**src/rtl/phy_free_list_if.sv**
```systemverilog
// Dispatch/commit bus of the physical-register free list.
// master: rename/dispatch and ROB commit side. slave: the free list.
interface phy_free_list_if #(
  parameter int PHY_WIDTH = 6
);
  logic                 flush;
  logic [1:0]           alloc_req;
  logic                 alloc_ready;
  logic [PHY_WIDTH-1:0] alloc_phy_0;
  logic [PHY_WIDTH-1:0] alloc_phy_1;
  logic                 retire_pr_valid;
  logic [4:0]           rd_arch_commit;
  logic [PHY_WIDTH-1:0] rd_phy_old_commit;
  logic [PHY_WIDTH-1:0] rd_phy_new_commit;
  logic [PHY_WIDTH:0]   free_count;
  logic                 free_empty;
  logic                 free_almost_empty;

  modport master (
    output flush, alloc_req, retire_pr_valid, rd_arch_commit,
           rd_phy_old_commit, rd_phy_new_commit,
    input  alloc_ready, alloc_phy_0, alloc_phy_1, free_count,
           free_empty, free_almost_empty
  );

  modport slave (
    input  flush, alloc_req, retire_pr_valid, rd_arch_commit,
           rd_phy_old_commit, rd_phy_new_commit,
    output alloc_ready, alloc_phy_0, alloc_phy_1, free_count,
           free_empty, free_almost_empty
  );
endinterface

```
**src/rtl/phy_free_list.sv**
```systemverilog
// Physical-register free list for a 2-wide rename stage.
// Hands out up to two free PRs per cycle, reclaims the old PR of each retiring
// instruction and keeps a committed-mapping bitmap for one-cycle flush recovery.
// Optional: define PHY_FREELIST_CHECK_EN to compile in simulation-only
// consistency assertions; the synthesizable logic is unchanged either way.
module phy_free_list #(
  parameter int NUM_PHY_REG  = 64,
  parameter int PHY_WIDTH    = 6,
  parameter int NUM_ARCH_REG = 32
) (
  input logic             clk,
  input logic             rst,
  phy_free_list_if.slave  bus
);

  localparam logic [NUM_PHY_REG-1:0] ARCH_INIT =
    {{(NUM_PHY_REG-NUM_ARCH_REG){1'b0}}, {NUM_ARCH_REG{1'b1}}};
  localparam logic [PHY_WIDTH:0] COUNT_INIT =
    (PHY_WIDTH+1)'(NUM_PHY_REG - NUM_ARCH_REG);

  logic [NUM_PHY_REG-1:0] spec_free, spec_free_next;
  logic [NUM_PHY_REG-1:0] arch_used, arch_used_next;
  logic [PHY_WIDTH:0]     free_count, free_count_next;

  logic [PHY_WIDTH-1:0]   pick0, pick1;
  logic                   found0, found1;
  logic [1:0]             req_cnt, alloc_cnt;
  logic                   alloc_do, retire_ok, freed;

  // Lowest two set bits of spec_free (0 when fewer exist).
  always_comb begin
    // NOTE: every always_comb output gets a default before any branch so no
    // path leaves it unassigned, which would otherwise infer a latch.
    pick0  = '0;
    pick1  = '0;
    found0 = 1'b0;
    found1 = 1'b0;
    for (int i = 0; i < NUM_PHY_REG; i++) begin
      if (spec_free[i]) begin
        if (!found0) begin
          pick0  = PHY_WIDTH'(i);
          found0 = 1'b1;
        end else if (!found1) begin
          pick1  = PHY_WIDTH'(i);
          found1 = 1'b1;
        end
      end
    end
  end

  assign req_cnt       = {1'b0, bus.alloc_req[0]} + {1'b0, bus.alloc_req[1]};
  assign bus.alloc_ready = free_count >= (PHY_WIDTH+1)'(req_cnt);
  // A lone slot-1 request takes the lowest free PR, like a lone slot-0 one.
  assign bus.alloc_phy_0 = bus.alloc_req[0] ? pick0 : '0;
  assign bus.alloc_phy_1 = bus.alloc_req[1] ? (bus.alloc_req[0] ? pick1 : pick0) : '0;
  assign bus.free_count        = free_count;
  assign bus.free_empty        = (free_count == '0);
  assign bus.free_almost_empty = (free_count < (PHY_WIDTH+1)'(2));

  assign alloc_do  = bus.alloc_ready && !bus.flush && (bus.alloc_req != 2'b00);
  assign alloc_cnt = alloc_do ? req_cnt : 2'd0;
  assign retire_ok = bus.retire_pr_valid && (bus.rd_arch_commit != 5'd0);
  // PR0 is hard-wired to x0 and never returns to the free pool.
  assign freed     = retire_ok && (bus.rd_phy_old_commit != '0);

  // Next-state of both bitmaps and the free counter.
  always_comb begin
    arch_used_next  = arch_used;
    spec_free_next  = spec_free;
    free_count_next = free_count;
    if (retire_ok) begin
      arch_used_next[bus.rd_phy_old_commit] = 1'b0;
      // Applied after the clear so old==new leaves the mapping committed.
      arch_used_next[bus.rd_phy_new_commit] = 1'b1;
      if (freed) spec_free_next[bus.rd_phy_old_commit] = 1'b1;
    end
    if (bus.flush) begin
      // Everything not committed is free again; in-flight grants are dropped.
      spec_free_next    = ~arch_used_next;
      spec_free_next[0] = 1'b0;
      free_count_next   = COUNT_INIT;
    end else begin
      if (alloc_do && bus.alloc_req[0]) spec_free_next[bus.alloc_phy_0] = 1'b0;
      if (alloc_do && bus.alloc_req[1]) spec_free_next[bus.alloc_phy_1] = 1'b0;
      free_count_next = free_count + (PHY_WIDTH+1)'(freed)
                                   - (PHY_WIDTH+1)'(alloc_cnt);
    end
  end

  // State registers; reset restores the identity mapping of x0..x31.
  always_ff @(posedge clk) begin
    // NOTE: sequential state uses non-blocking assignments so every register
    // samples pre-edge values regardless of statement order.
    if (rst) begin
      arch_used  <= ARCH_INIT;
      spec_free  <= ~ARCH_INIT;
      free_count <= COUNT_INIT;
    end else begin
      arch_used  <= arch_used_next;
      spec_free  <= spec_free_next;
      free_count <= free_count_next;
    end
  end

`ifdef PHY_FREELIST_CHECK_EN
  // Simulation-only consistency checks on grants, reclaims and bookkeeping.
  always @(posedge clk) begin
    if (!rst) begin
      if (alloc_do && bus.alloc_req[0])
        assert (spec_free[bus.alloc_phy_0])
          else $error("phy_free_list: granted PR %0d is not free", bus.alloc_phy_0);
      if (alloc_do && bus.alloc_req[1])
        assert (spec_free[bus.alloc_phy_1])
          else $error("phy_free_list: granted PR %0d is not free", bus.alloc_phy_1);
      if (freed)
        assert (!spec_free[bus.rd_phy_old_commit])
          else $error("phy_free_list: reclaimed PR %0d already free", bus.rd_phy_old_commit);
      assert ($countones(arch_used) == NUM_ARCH_REG)
        else $error("phy_free_list: arch_used popcount %0d", $countones(arch_used));
      assert (int'(free_count) == $countones(spec_free))
        else $error("phy_free_list: free_count %0d vs popcount %0d",
                    free_count, $countones(spec_free));
    end
  end
`else
  // Consistency checks not compiled in.
`endif

endmodule
```
**src/flat_wrapper.sv**
```systemverilog
// flat-port wrapper written by rule: the top's interface ports become plain ports
module phy_free_list_flat 
#(
  parameter int NUM_PHY_REG  = 64,
  parameter int PHY_WIDTH    = 6,
  parameter int NUM_ARCH_REG = 32
)
  (clk, rst, bus_flush, bus_alloc_req, bus_retire_pr_valid, bus_rd_arch_commit, bus_rd_phy_old_commit, bus_rd_phy_new_commit, bus_alloc_ready, bus_alloc_phy_0, bus_alloc_phy_1, bus_free_count, bus_free_empty, bus_free_almost_empty);
  phy_free_list_if #(.PHY_WIDTH(PHY_WIDTH)) bus_i ();
  input logic clk;
  input logic rst;
  input wire logic [$bits(bus_i.flush)-1:0] bus_flush;
  input wire logic [$bits(bus_i.alloc_req)-1:0] bus_alloc_req;
  input wire logic [$bits(bus_i.retire_pr_valid)-1:0] bus_retire_pr_valid;
  input wire logic [$bits(bus_i.rd_arch_commit)-1:0] bus_rd_arch_commit;
  input wire logic [$bits(bus_i.rd_phy_old_commit)-1:0] bus_rd_phy_old_commit;
  input wire logic [$bits(bus_i.rd_phy_new_commit)-1:0] bus_rd_phy_new_commit;
  output wire logic [$bits(bus_i.alloc_ready)-1:0] bus_alloc_ready;
  output wire logic [$bits(bus_i.alloc_phy_0)-1:0] bus_alloc_phy_0;
  output wire logic [$bits(bus_i.alloc_phy_1)-1:0] bus_alloc_phy_1;
  output wire logic [$bits(bus_i.free_count)-1:0] bus_free_count;
  output wire logic [$bits(bus_i.free_empty)-1:0] bus_free_empty;
  output wire logic [$bits(bus_i.free_almost_empty)-1:0] bus_free_almost_empty;
  assign bus_i.flush = bus_flush;
  assign bus_i.alloc_req = bus_alloc_req;
  assign bus_i.retire_pr_valid = bus_retire_pr_valid;
  assign bus_i.rd_arch_commit = bus_rd_arch_commit;
  assign bus_i.rd_phy_old_commit = bus_rd_phy_old_commit;
  assign bus_i.rd_phy_new_commit = bus_rd_phy_new_commit;
  assign bus_alloc_ready = bus_i.alloc_ready;
  assign bus_alloc_phy_0 = bus_i.alloc_phy_0;
  assign bus_alloc_phy_1 = bus_i.alloc_phy_1;
  assign bus_free_count = bus_i.free_count;
  assign bus_free_empty = bus_i.free_empty;
  assign bus_free_almost_empty = bus_i.free_almost_empty;
  phy_free_list #(.NUM_PHY_REG(NUM_PHY_REG), .PHY_WIDTH(PHY_WIDTH), .NUM_ARCH_REG(NUM_ARCH_REG)) u_core (.clk(clk), .rst(rst), .bus(bus_i));
endmodule
```
**config.mk**
```make
export PLATFORM = sky130hd
export DESIGN_NAME = phy_free_list_flat
export DESIGN_NICKNAME = d
export VERILOG_FILES = /design/src/rtl/phy_free_list_if.sv /design/src/rtl/phy_free_list.sv /design/src/flat_wrapper.sv
export SDC_FILE = /design/constraint.sdc
export NUM_CORES = 1
export LEC_CHECK = 0
export CELL_PAD_IN_SITES_DETAIL_PLACEMENT = 0
export CELL_PAD_IN_SITES_GLOBAL_PLACEMENT = 1
export CORE_MARGIN = 4
export CORE_UTILIZATION = 41
export DETAILED_ROUTE_END_ITERATION = 8
export GPL_TIMING_DRIVEN = 0
export PLACE_DENSITY_LB_ADDON = 0.1
export REMOVE_ABC_BUFFERS = 1
export SYNTH_ARGS = -nofsm -noshare
export SYNTH_HDL_FRONTEND = slang
export SYNTH_SLANG_ARGS = --single-unit
```
**constraint.sdc**
```tcl
create_clock -name clk -period 8.8 [get_ports clk]
set_input_delay 1.76 -clock clk [delete_from_list [all_inputs] [get_ports clk]]
set_output_delay 1.76 -clock clk [all_outputs]
set_load 0.005 [all_outputs]
```
Word level (Yosys, flattened, before mapping):

Index checks and enable logic that the tools add are counted.

* bitwise gates (word level): 9
* muxes and demuxes: 520
* add/subtract/negate cells: 3
* $lt $le $gt $ge: 10
* reductions and logical operators: 16

Operator list (number)
* 6-bit two-way mux: 315
* 64-bit two-way mux: 7
* 64-bit inverter: 4
* 1-bit two-way mux: 193
* 64-bit bitwise AND: 3
* 64-bit bitwise OR: 2
* 6-bit by 7-bit < comparator with 1-bit output (second input constant): 4
* 1-bit demux with 6-bit select: 4
* 6-bit by 1-bit greater-or-equal comparator with 1-bit output (second input constant): 4
* 1-bit logical AND: 10
* 7-bit by 1-bit adder with 7-bit output: 1
* 7-bit by 2-bit greater-or-equal comparator with 1-bit output: 1
* 7-bit logical NOT: 1
* 7-bit by 2-bit < comparator with 1-bit output (second input constant): 1
* 7-bit by 2-bit subtractor with 7-bit output: 1
* 6-bit nonzero test: 1
* 5-bit nonzero test: 1
* 1-bit by 1-bit adder with 2-bit output: 1
* 2-bit two-way mux: 1
* 2-bit nonzero test: 1
* 2-bit OR reduction: 1
* 1-bit logical NOT: 1

* register bits after elaboration: 135

Logic depth before layout (Yosys ltp):

Gate-level depths: netlist of the first run.

* depth in word-level cells: 199
* mapped depth: 39
* depth with buffers taken out: 34

Least setup slack after synthesis of the first run:

No wires, ideal clock.

* kind: reg-to-output
* start: register u_core.spec_free[0]
* end: output port bus_alloc_phy_1[0]
* required time: 7040 ps
* path buffers: 1
* stages on the path, launching flop included: 35
* arrival time: 7398 ps
* path slack: -358 ps
* cells stage by stage: dfxtp_1 inv_1 ha_1 buf_2 or4bb_1 o211ai_1 a221oi_1 a22oi_1 a32oi_1 o21ai_1 a22oi_2 o211ai_1 o32a_1 a41o_1 a2111oi_4 a221oi_4 nor4_2 a211oi_1 o31ai_4 o221ai_1 a311oi_2 o21ai_1 a2111oi_4 o21ai_1 a22oi_2 a21oi_1 a2111oi_2 a222oi_1 a31o_1 o22ai_1 nand2_1 o221ai_4 a311oi_4 o21ai_4 and2_1

* longest elaborated chain between the ends: 191
* elaborated cells between the ends (all ways): 503
* classes of those cells: mux (503)

RTL lines
* start, declared: RTL line phy_free_list.sv:21 `logic [NUM_PHY_REG-1:0] spec_free, spec_free_next;`
* start signal, assigned: RTL line phy_free_list.sv:96 `spec_free <= ~ARCH_INIT;`
* start signal, assigned: RTL line phy_free_list.sv:100 `spec_free <= spec_free_next;`
* 1-bit two-way mux (*): RTL line phy_free_list.sv:39 `if (spec_free[i]) begin`
* 1-bit two-way mux: RTL line phy_free_list.sv:40 `if (!found0) begin`
* 6-bit two-way mux or 1-bit two-way mux (tied branches): RTL line phy_free_list.sv:39
* 6-bit two-way mux: RTL line phy_free_list.sv:43 `end else if (!found1) begin`
* 6-bit two-way mux: RTL line phy_free_list.sv:40
* 6-bit two-way mux: RTL line phy_free_list.sv:39
* 6-bit two-way mux: RTL line phy_free_list.sv:43
* 6-bit two-way mux: RTL line phy_free_list.sv:40
* [174 not listed]
* 6-bit two-way mux: RTL line phy_free_list.sv:39
* 6-bit two-way mux: RTL line phy_free_list.sv:43
* 6-bit two-way mux: RTL line phy_free_list.sv:40
* 6-bit two-way mux: RTL line phy_free_list.sv:39
* 6-bit two-way mux: RTL line phy_free_list.sv:43
* 6-bit two-way mux: RTL line phy_free_list.sv:40
* 6-bit two-way mux: RTL line phy_free_list.sv:39
* 6-bit two-way mux (*) (2 in a row): RTL line phy_free_list.sv:55 `assign bus.alloc_phy_1 = bus.alloc_req[1] ? (bus.alloc_req[0] ? pick1 : pick0) : '0;`
* end, declared: RTL line flat_wrapper.sv:20 `output wire logic [$bits(bus_i.alloc_phy_1)-1:0] bus_alloc_phy_1;`

Mark *: on every way between the ends. The rest lies on a longest branch, timed or not.

Worst setup path after layout of the first run:

Ends and elaborated chain as after synthesis.

==> metrics.yaml, run 1 <==
floorplan:
  fp_rows: 64
  design.die.area_um2: 34100
  dieHeight_um: 185
  top_level_ports: 45
  start_util: 0.417
  coreArea_um2: 30700
  chipWidth_um: 185
yosys:
  synth_cells: 1894
  yosys-top-cells-area: "sky130_fd_sc_hd__dfxtp_1 21%, sky130_fd_sc_hd__nand2_1 7.8%, sky130_fd_sc_hd__a21oi_1 7.0%"
  synth_cell_type_count: 100
  ys_seq_area_frac: 0.209
  yosysTopAreaCell: "sky130_fd_sc_hd__dfxtp_1"
  cell_area_after_technology_mapping_um2: 12800
  synthFlopType: "sky130_fd_sc_hd__dfxtp_1"
  synth-warning-count: 0
  synth-edff-count: 0
  synth-seq-cells: 134
  async_flop_share: 0
  netlist.area_leader.share: 0.209
  post_synthesis_area_per_instance_um2: 6.77
layout:
  net_count_of_the_finished_layout: 1949
  syn2layout_area_growth_pct: 27.0
  drive_gt1_frac: 0.202
  multiInputGateArea_um2: 10700
  fin_util: 0.529
  antenna_cells_inserted: 0
  ff_latch_area_um2: 2710
  num-fill-cells: 3022
clocking:
  cts-root-buf: "sky130_fd_sc_hd__clkbuf_16"
  cts.sinks: 134
  cts_max_path_buffers: 2
  insertion_delay_ns: 0.42
  tritoncts.num_buffers: 17
  clock_tree_from_tritoncts: "built"
  postCtsHoldBufs: 0
  cts.clk_slew.worst_paths_ns: 0.06
  cts_htree_levels: 4
timing:
  setup_ws_ns: -1.93
  min_period_over_period: 1.22
  finalSetupViolCount: 71
  final_hold_viol_count: 0
  worst_clock_skew_ns: 0.00944
  final_critical_path_time_including_i_o_delays_and_setup_ns: 10.73
  rsz_0062_raised_after_global_routing: "true"
  worst_slew_slack_as_a_fraction_of_its_limit: -0.0144
  totalNegativeSetupSlack_ns: -53.69
  fmax_ghz: 0.0932
  max_slew.worst_pin.slew_ns: 1.51
  maxSlewViolCount: 5
route:
  route.detailed.drc: 0
  drc_violation_total_after_the_first_tritonroute_iteration: 1991
  vias_per_cell: 6.76
  first_pass_iters: 6
  routed_wl_um: 56900
  wl_per_cell_um: 24.6
  number_of_vias_after_detailed_routing: 15627
  drtAntennaViolNets: 0
placed_design:
  globalplace.congestion: 0.899
  hpwlAfterDp_um: 38800
  placement.io_buffers: 44
global_route:
  first_global_vias: 14565
  wire_length_of_the_first_global_routing_pass_um: 86200
  globalRoute.totalOverflow: 0
  grt_use_total: 0.318
  grt_antenna_before_repair: 0
  maximum_number_of_pins_on_one_net_before_global_route_repair: 38
min_path:
  hold_path.class: "flip-flop to flip-flop"
  holdCritStartpoint: "u_core.arch_used[7]"
power:
  p_leak_nw: 5.54
  vdd_drop_max_mv: 0.140
  cellPowerDensity_nw_per_um2: 145
worst_setup_path:
  cp-startpoint: "u_core.spec_free[0]"
  reg2reg_slack_ns: -0.98
  crit_path_dat_ns: 8.97
  critical-path-top-cell-by-count: "sky130_fd_sc_hd__buf_4"
  worst_r2r_endpoint: "u_core.spec_free[8]"
  startpoint_type: "flip-flop"
  cp_slowest_cell: "sky130_fd_sc_hd__or4bb_1"
  setup.worst_path.class: "flip-flop to primary output"
  r2r-start: "u_core.spec_free[0]"
  timing.critical_path.fanout_max: 6
  critPathRequiredTime_ns: 7.04
  crit_path_max_incr_delay_ns: 0.38
  worst-r2r-cell-count: 53
  critical_path.endpoint: "bus_alloc_phy_1[0]"
  critical_path.endpoint_type: "primary output"
status:
  violations: "max-capacitance violations, max-slew violations, negative setup slack"
  outcome: "finished, violations left"
run:
  cap_violations: 1
sequential cells by signal (all words and copies together), names as in the netlist:
name and flops:
u_core.spec_free 64, u_core.arch_used 63, u_core.bus.free_count 7
critical path, delay by kind of cell, from the launching register on:
kind / cells / cell delay, ns
AND/OR/NAND/NOR: 5 / 1.18
AO/OA/AOI/OAI: 26 / 5.21
adder cells (fa/ha/maj): 1 / 0.17
flip-flops: 1 / 0.36
buffers and inverters: 11 / 1.62
metrics by stage:
step           worst slack [ns]  hold WS, ns  cells  area [um^2]  total power [mW]
5_1_grt                   -2.28        0.502   2312        16300              2.44
3_5_place_dp              -3.72        0.458   2190        13300              1.28
6_report                  -1.93        0.470   2312        16300              2.36
4_1_cts                   -1.69        0.470   2286        15400              2.22
2_1_floorplan             -1.26        0.427   1740        12200              1.03
3_3_place_gp              -4.94        0.455   2180        13100              1.25
placed cells by master, fill, tap and decap left out, types with 31 or more instances in the layout:
cell	count
sky130_fd_sc_hd__nor2_1	184
sky130_fd_sc_hd__dfxtp_1	121
sky130_fd_sc_hd__inv_1	58
sky130_fd_sc_hd__clkdlybuf4s50_1	40
sky130_fd_sc_hd__o2bb2ai_1	31
sky130_fd_sc_hd__a22oi_1	44
sky130_fd_sc_hd__nand2_1	259
sky130_fd_sc_hd__nor3_1	41
sky130_fd_sc_hd__nand3_1	69
sky130_fd_sc_hd__a21oi_1	167
sky130_fd_sc_hd__o22ai_1	39
sky130_fd_sc_hd__o21ai_0	104
sky130_fd_sc_hd__buf_4	52
how the worst min path moves through the flow:
stage	cells past startpoint	slack (ns)	end
after floorplan	2	0.43	u_core.arch_used[28]
after global placement	2	0.46	u_core.arch_used[28]
after detailed placement	2	0.46	u_core.arch_used[28]
after CTS	2	0.47	u_core.arch_used[7]
after global routing	1	0.50	u_core.arch_used[22]
final	2	0.47	u_core.arch_used[7]
power by group:
| part | switching [mW] | internal, mW | total [mW] |
|---|---|---|---|
| clock network | 0.281 | 0.497 | 0.778 |
| logic | 0.537 | 0.375 | 0.912 |
| registers | 0.0437 | 0.623 | 0.667 |
| total | 0.861 | 1.50 | 2.36 |
repair_timing:
item | in CTS | in global routing
endpoints found under the setup margin | 76 | 76
setup buffers | 61 | 28
gates resized for setup | 203 | 112
pin swaps | 107 | 62
gates cloned | 3 | 1
cells by family (layout without fill, tap and decap cells):
logic type	after synthesis	after routing	share of synthesized area
XOR/XNOR	7	7	0.00478
AND/OR/NAND/NOR	796	797	0.295
AO/OA/AOI/OAI	698	699	0.388
flip-flops	134	134	0.209
adder cells (fa/ha/maj)	33	33	0.0309
buffers and inverters	221	241	0.0680
multiplexers	5	5	0.00391
layout make-up:
class	instances	share of cell area
clock buffer	21	0.0289
clock inverter	11	0.0106
inverter	67	0.0158
multi-input combinational	1541	0.656
sequential	134	0.167
tap	396	0.0304
timing repair buffer	142	0.0920
cells in the mapped netlist (20+ instances only):
| cell | number |
|---|---|
| sky130_fd_sc_hd__a221o_1 | 30 |
| sky130_fd_sc_hd__a221oi_1 | 20 |
| sky130_fd_sc_hd__nor3_1 | 54 |
| sky130_fd_sc_hd__nand2_1 | 265 |
| sky130_fd_sc_hd__ha_1 | 22 |
| sky130_fd_sc_hd__a21oi_1 | 180 |
| sky130_fd_sc_hd__o31ai_1 | 27 |
| sky130_fd_sc_hd__a211oi_1 | 30 |
| sky130_fd_sc_hd__o2bb2ai_1 | 31 |
| sky130_fd_sc_hd__dfxtp_1 | 134 |
| sky130_fd_sc_hd__o21ai_0 | 110 |
| sky130_fd_sc_hd__a22oi_1 | 45 |
| sky130_fd_sc_hd__inv_1 | 63 |
| sky130_fd_sc_hd__a31oi_1 | 24 |
| sky130_fd_sc_hd__nor2_1 | 203 |
| sky130_fd_sc_hd__o22ai_1 | 50 |
| sky130_fd_sc_hd__nand2b_1 | 26 |
| sky130_fd_sc_hd__and2_1 | 28 |
| sky130_fd_sc_hd__clkbuf_1 | 129 |
| sky130_fd_sc_hd__nand3_1 | 73 |
metal layers:
| layer | wire length, um | vias to the layer above | track usage |
|---|---|---|---|
| met1 | 24300 | 7512 | 0.446 |
| met4 | 2220 | 0 | 0.103 |
| met2 | 25200 | 846 | 0.491 |
| met3 | 5100 | 157 | 0.0654 |
| met5 | 0 | - | 0 |
| li1 | - | 7112 | - |
Note: power is estimated with default switching activity, not from simulation.
==> inputs of run 2 (changes only) <==
--- a/config.mk
+++ b/config.mk
@@ -13,6 +13,7 @@
 export GPL_TIMING_DRIVEN = 0
 export PLACE_DENSITY_LB_ADDON = 0.1
 export REMOVE_ABC_BUFFERS = 1
+export SLEW_MARGIN = 15
 export SYNTH_ARGS = -nofsm -noshare
 export SYNTH_HDL_FRONTEND = slang
 export SYNTH_SLANG_ARGS = --single-unit
==> metrics.yaml, run 2 (synthesis gave the netlist of run 1 again) <==
worst_setup_path:
  cp_slowest_cell: "sky130_fd_sc_hd__a311oi_4"  # was sky130_fd_sc_hd__or4bb_1
  timing.critical_path.fanout_max: 4  # was 6
  worst_r2r_endpoint: "u_core.spec_free[28]"  # was u_core.spec_free[8]
  cp-startpoint: "u_core.spec_free[0]"  # unchanged
  critical_path.endpoint_type: "primary output"  # unchanged
  crit_path_max_incr_delay_ns: 0.43  # was 0.38 ns
  critPathRequiredTime_ns: 7.04  # about the same
  startpoint_type: "flip-flop"  # unchanged
  crit_path_dat_ns: 8.94  # was 8.97 ns
  reg2reg_slack_ns: -0.73  # was -0.98 ns
  worst-r2r-cell-count: 50  # was 53
  critical-path-top-cell-by-count: "sky130_fd_sc_hd__buf_4"  # unchanged
  setup.worst_path.class: "flip-flop to primary output"  # unchanged
  r2r-start: "u_core.spec_free[0]"  # unchanged
timing:
  worst_clock_skew_ns: 0.00960  # was 0.00944 ns
  setup_ws_ns: -1.90  # was -1.93 ns
  finalSetupViolCount: 71  # unchanged
  worst_slew_slack_as_a_fraction_of_its_limit: 0.0950  # was -0.0144
  rsz_0062_raised_after_global_routing: "true"  # unchanged
  maxSlewViolCount: 0  # was 5
  min_period_over_period: 1.22  # about the same
  fmax_ghz: 0.0935  # was 0.0932 GHz
  totalNegativeSetupSlack_ns: -41.68  # was -53.69 ns
  final_hold_viol_count: 0  # unchanged
  hold_ws_ns: 0.468  # was 0.470 ns
  max_slew.worst_pin.slew_ns: 1.35  # was 1.51 ns
  final_critical_path_time_including_i_o_delays_and_setup_ns: 10.70  # was 10.73 ns
route:
  first_pass_iters: 8  # was 6
  routed_wl_um: 57600  # was 56900 um
  route.detailed.drc: 0  # unchanged
  number_of_vias_after_detailed_routing: 15821  # was 15627
  drc_violation_total_after_the_first_tritonroute_iteration: 2061  # was 1991
  drtAntennaViolNets: 0  # unchanged
  vias_per_cell: 6.80  # was 6.76
  wl_per_cell_um: 24.8  # was 24.6 um
power:
  total_power_mw: 2.44  # was 2.36 mW
  vdd_drop_max_mv: 0.140  # about the same
  cellPowerDensity_nw_per_um2: 146  # was 145 nW/um^2
  p_leak_nw: 5.78  # was 5.54 nW
global_route:
  grt_use_total: 0.322  # was 0.318
  grt_antenna_before_repair: 0  # unchanged
  wire_length_of_the_first_global_routing_pass_um: 87100  # was 86200 um
  globalRoute.totalOverflow: 0  # unchanged
  first_global_vias: 14667  # was 14565
  maximum_number_of_pins_on_one_net_before_global_route_repair: 66  # was 38
clocking:
  tritoncts.num_buffers: 17  # unchanged
  cts.clk_slew.worst_paths_ns: 0.06  # about the same
  cts.sinks: 134  # unchanged
  cts_max_path_buffers: 2  # unchanged
  postCtsHoldBufs: 0  # unchanged
  clock_tree_from_tritoncts: "built"  # unchanged
  insertion_delay_ns: 0.43  # was 0.42 ns
  cts-root-buf: "sky130_fd_sc_hd__clkbuf_16"  # unchanged
  cts_htree_levels: 4  # unchanged
layout:
  syn2layout_area_growth_pct: 30.7  # was 27.0%
  layout.cells.most_common: "sky130_fd_sc_hd__nand2_1"  # unchanged
  antenna_cells_inserted: 0  # unchanged
  regMostFlops: "u_core.spec_free"  # unchanged
  net_count_of_the_finished_layout: 1963  # was 1949
  largest_registers_ranked_by_flip_flop_count: "u_core.spec_free: 64 flops, u_core.arch_used: 63 flops, u_core.bus.free_count: 7 flops"  # unchanged
  final_cell_area_um2: 16700  # was 16300 um^2
  drive_gt1_frac: 0.212  # was 0.202
  largest_register_ffs: 64  # unchanged
  mostFrequentLayoutCells: "257 x sky130_fd_sc_hd__nand2_1, 184 x sky130_fd_sc_hd__nor2_1, 166 x sky130_fd_sc_hd__a21oi_1"  # was 259 x sky130_fd_sc_hd__nand2_1, 184 x sky130_fd_sc_hd__nor2_1, 167 x sky130_fd_sc_hd__a21oi_1
  fin_util: 0.545  # was 0.529
  final-instance-count-excl-fill: 2326  # was 2312
placed_design:
  placement.io_buffers: 44  # unchanged
  place_area_um2: 13400  # was 13300 um^2
  hpwlAfterDp_um: 38900  # was 38800 um
  post-place-ws_ns: -3.73  # was -3.72 ns
  globalplace.congestion: 0.899  # unchanged
  dp_cells: 2194  # was 2190
min_path:
  hold_path.class: "flip-flop to flip-flop"  # unchanged
  holdCritStartpoint: "u_core.arch_used[7]"  # unchanged
  min_path_cells: 2  # unchanged
  timing.hold.worst_endpoint: "u_core.arch_used[7]"  # unchanged
floorplan:
  design.die.area_um2: 34100  # unchanged
  start_util: 0.417  # unchanged
  dieHeight_um: 185  # unchanged
  coreArea_um2: 30700  # unchanged
  top_level_ports: 45  # unchanged
  fp_rows: 64  # unchanged
  chipWidth_um: 185  # unchanged
status:
  outcome: "finished, violations left"  # unchanged
  violations: "negative setup slack"  # was max-capacitance violations, max-slew violations, negative setup slack
run:
  cap_violations: 0  # was 1
==> run 2: cell count changes in the layout (fill, tap and decap cells not counted), moves of 5 or more <==
cell	previous run	this run
sky130_fd_sc_hd__a211oi_1	14	19
sky130_fd_sc_hd__a211oi_2	16	9
sky130_fd_sc_hd__a221oi_2	16	10
sky130_fd_sc_hd__buf_4	52	73
sky130_fd_sc_hd__buf_6	30	17
sky130_fd_sc_hd__o22ai_1	39	30
sky130_fd_sc_hd__o22ai_2	11	19
sky130_fd_sc_hd__o311ai_2	5	0
sky130_fd_sc_hd__o311ai_4	12	17
sky130_fd_sc_hd__o31ai_4	12	20
==> run 2: worst max-delay path: cells and delay by family (launching register included) <==
kind	cells	cell delay, ns
AO/OA/AOI/OAI	26	5.66
buffers and inverters	12	1.76
AND/OR/NAND/NOR	5	0.51
flip-flops	1	0.37
adder cells (fa/ha/maj)	1	0.16
==> run 2: worst max path at each step <==
stage                               to  cells past startpoint
finish              bus_alloc_phy_1[0]                     44
global route        bus_alloc_phy_1[0]                     45
global placement    bus_alloc_phy_1[0]                     26
CTS                 bus_alloc_phy_1[0]                     42
detailed placement  bus_alloc_phy_1[0]                     30
floorplan           bus_alloc_phy_1[0]                     32
==> run 2: layout make-up <==
type	count	area [um^2]
multi-input combinational	1539	10900
inverter	67	256
sequential	134	2710
fill	2939	14000
tap	396	495
clock buffer	21	480
timing repair buffer	158	1690
clock inverter	11	218
==> run 2: layer usage <==
layer,GRT usage,up-vias,share of wire
met2,0.503,831,0.44
met4,0.105,0,0.041
li1,-,7156,-
met1,0.454,7658,0.43
met5,0,-,0
met3,0.0503,176,0.084
==> run 2: timing repair <==
item / 4_1_cts / 5_1_grt
setup buffers: 65 / 34
endpoints found under the setup margin: 76 / 76
cloned: 4 / 0
resized for setup: 216 / 119
pin swaps: 111 / 102
==> run 2: power breakdown <==
| part | total [mW] | leakage (nW) | switching, mW | internal, mW |
|---|---|---|---|---|
| Clock | 0.851 | 0.336 | 0.288 | 0.563 |
| Sequential | 0.667 | 1.10 | 0.0436 | 0.623 |
| Combinational | 0.923 | 4.35 | 0.538 | 0.386 |
| Total | 2.44 | 5.78 | 0.869 | 1.57 |
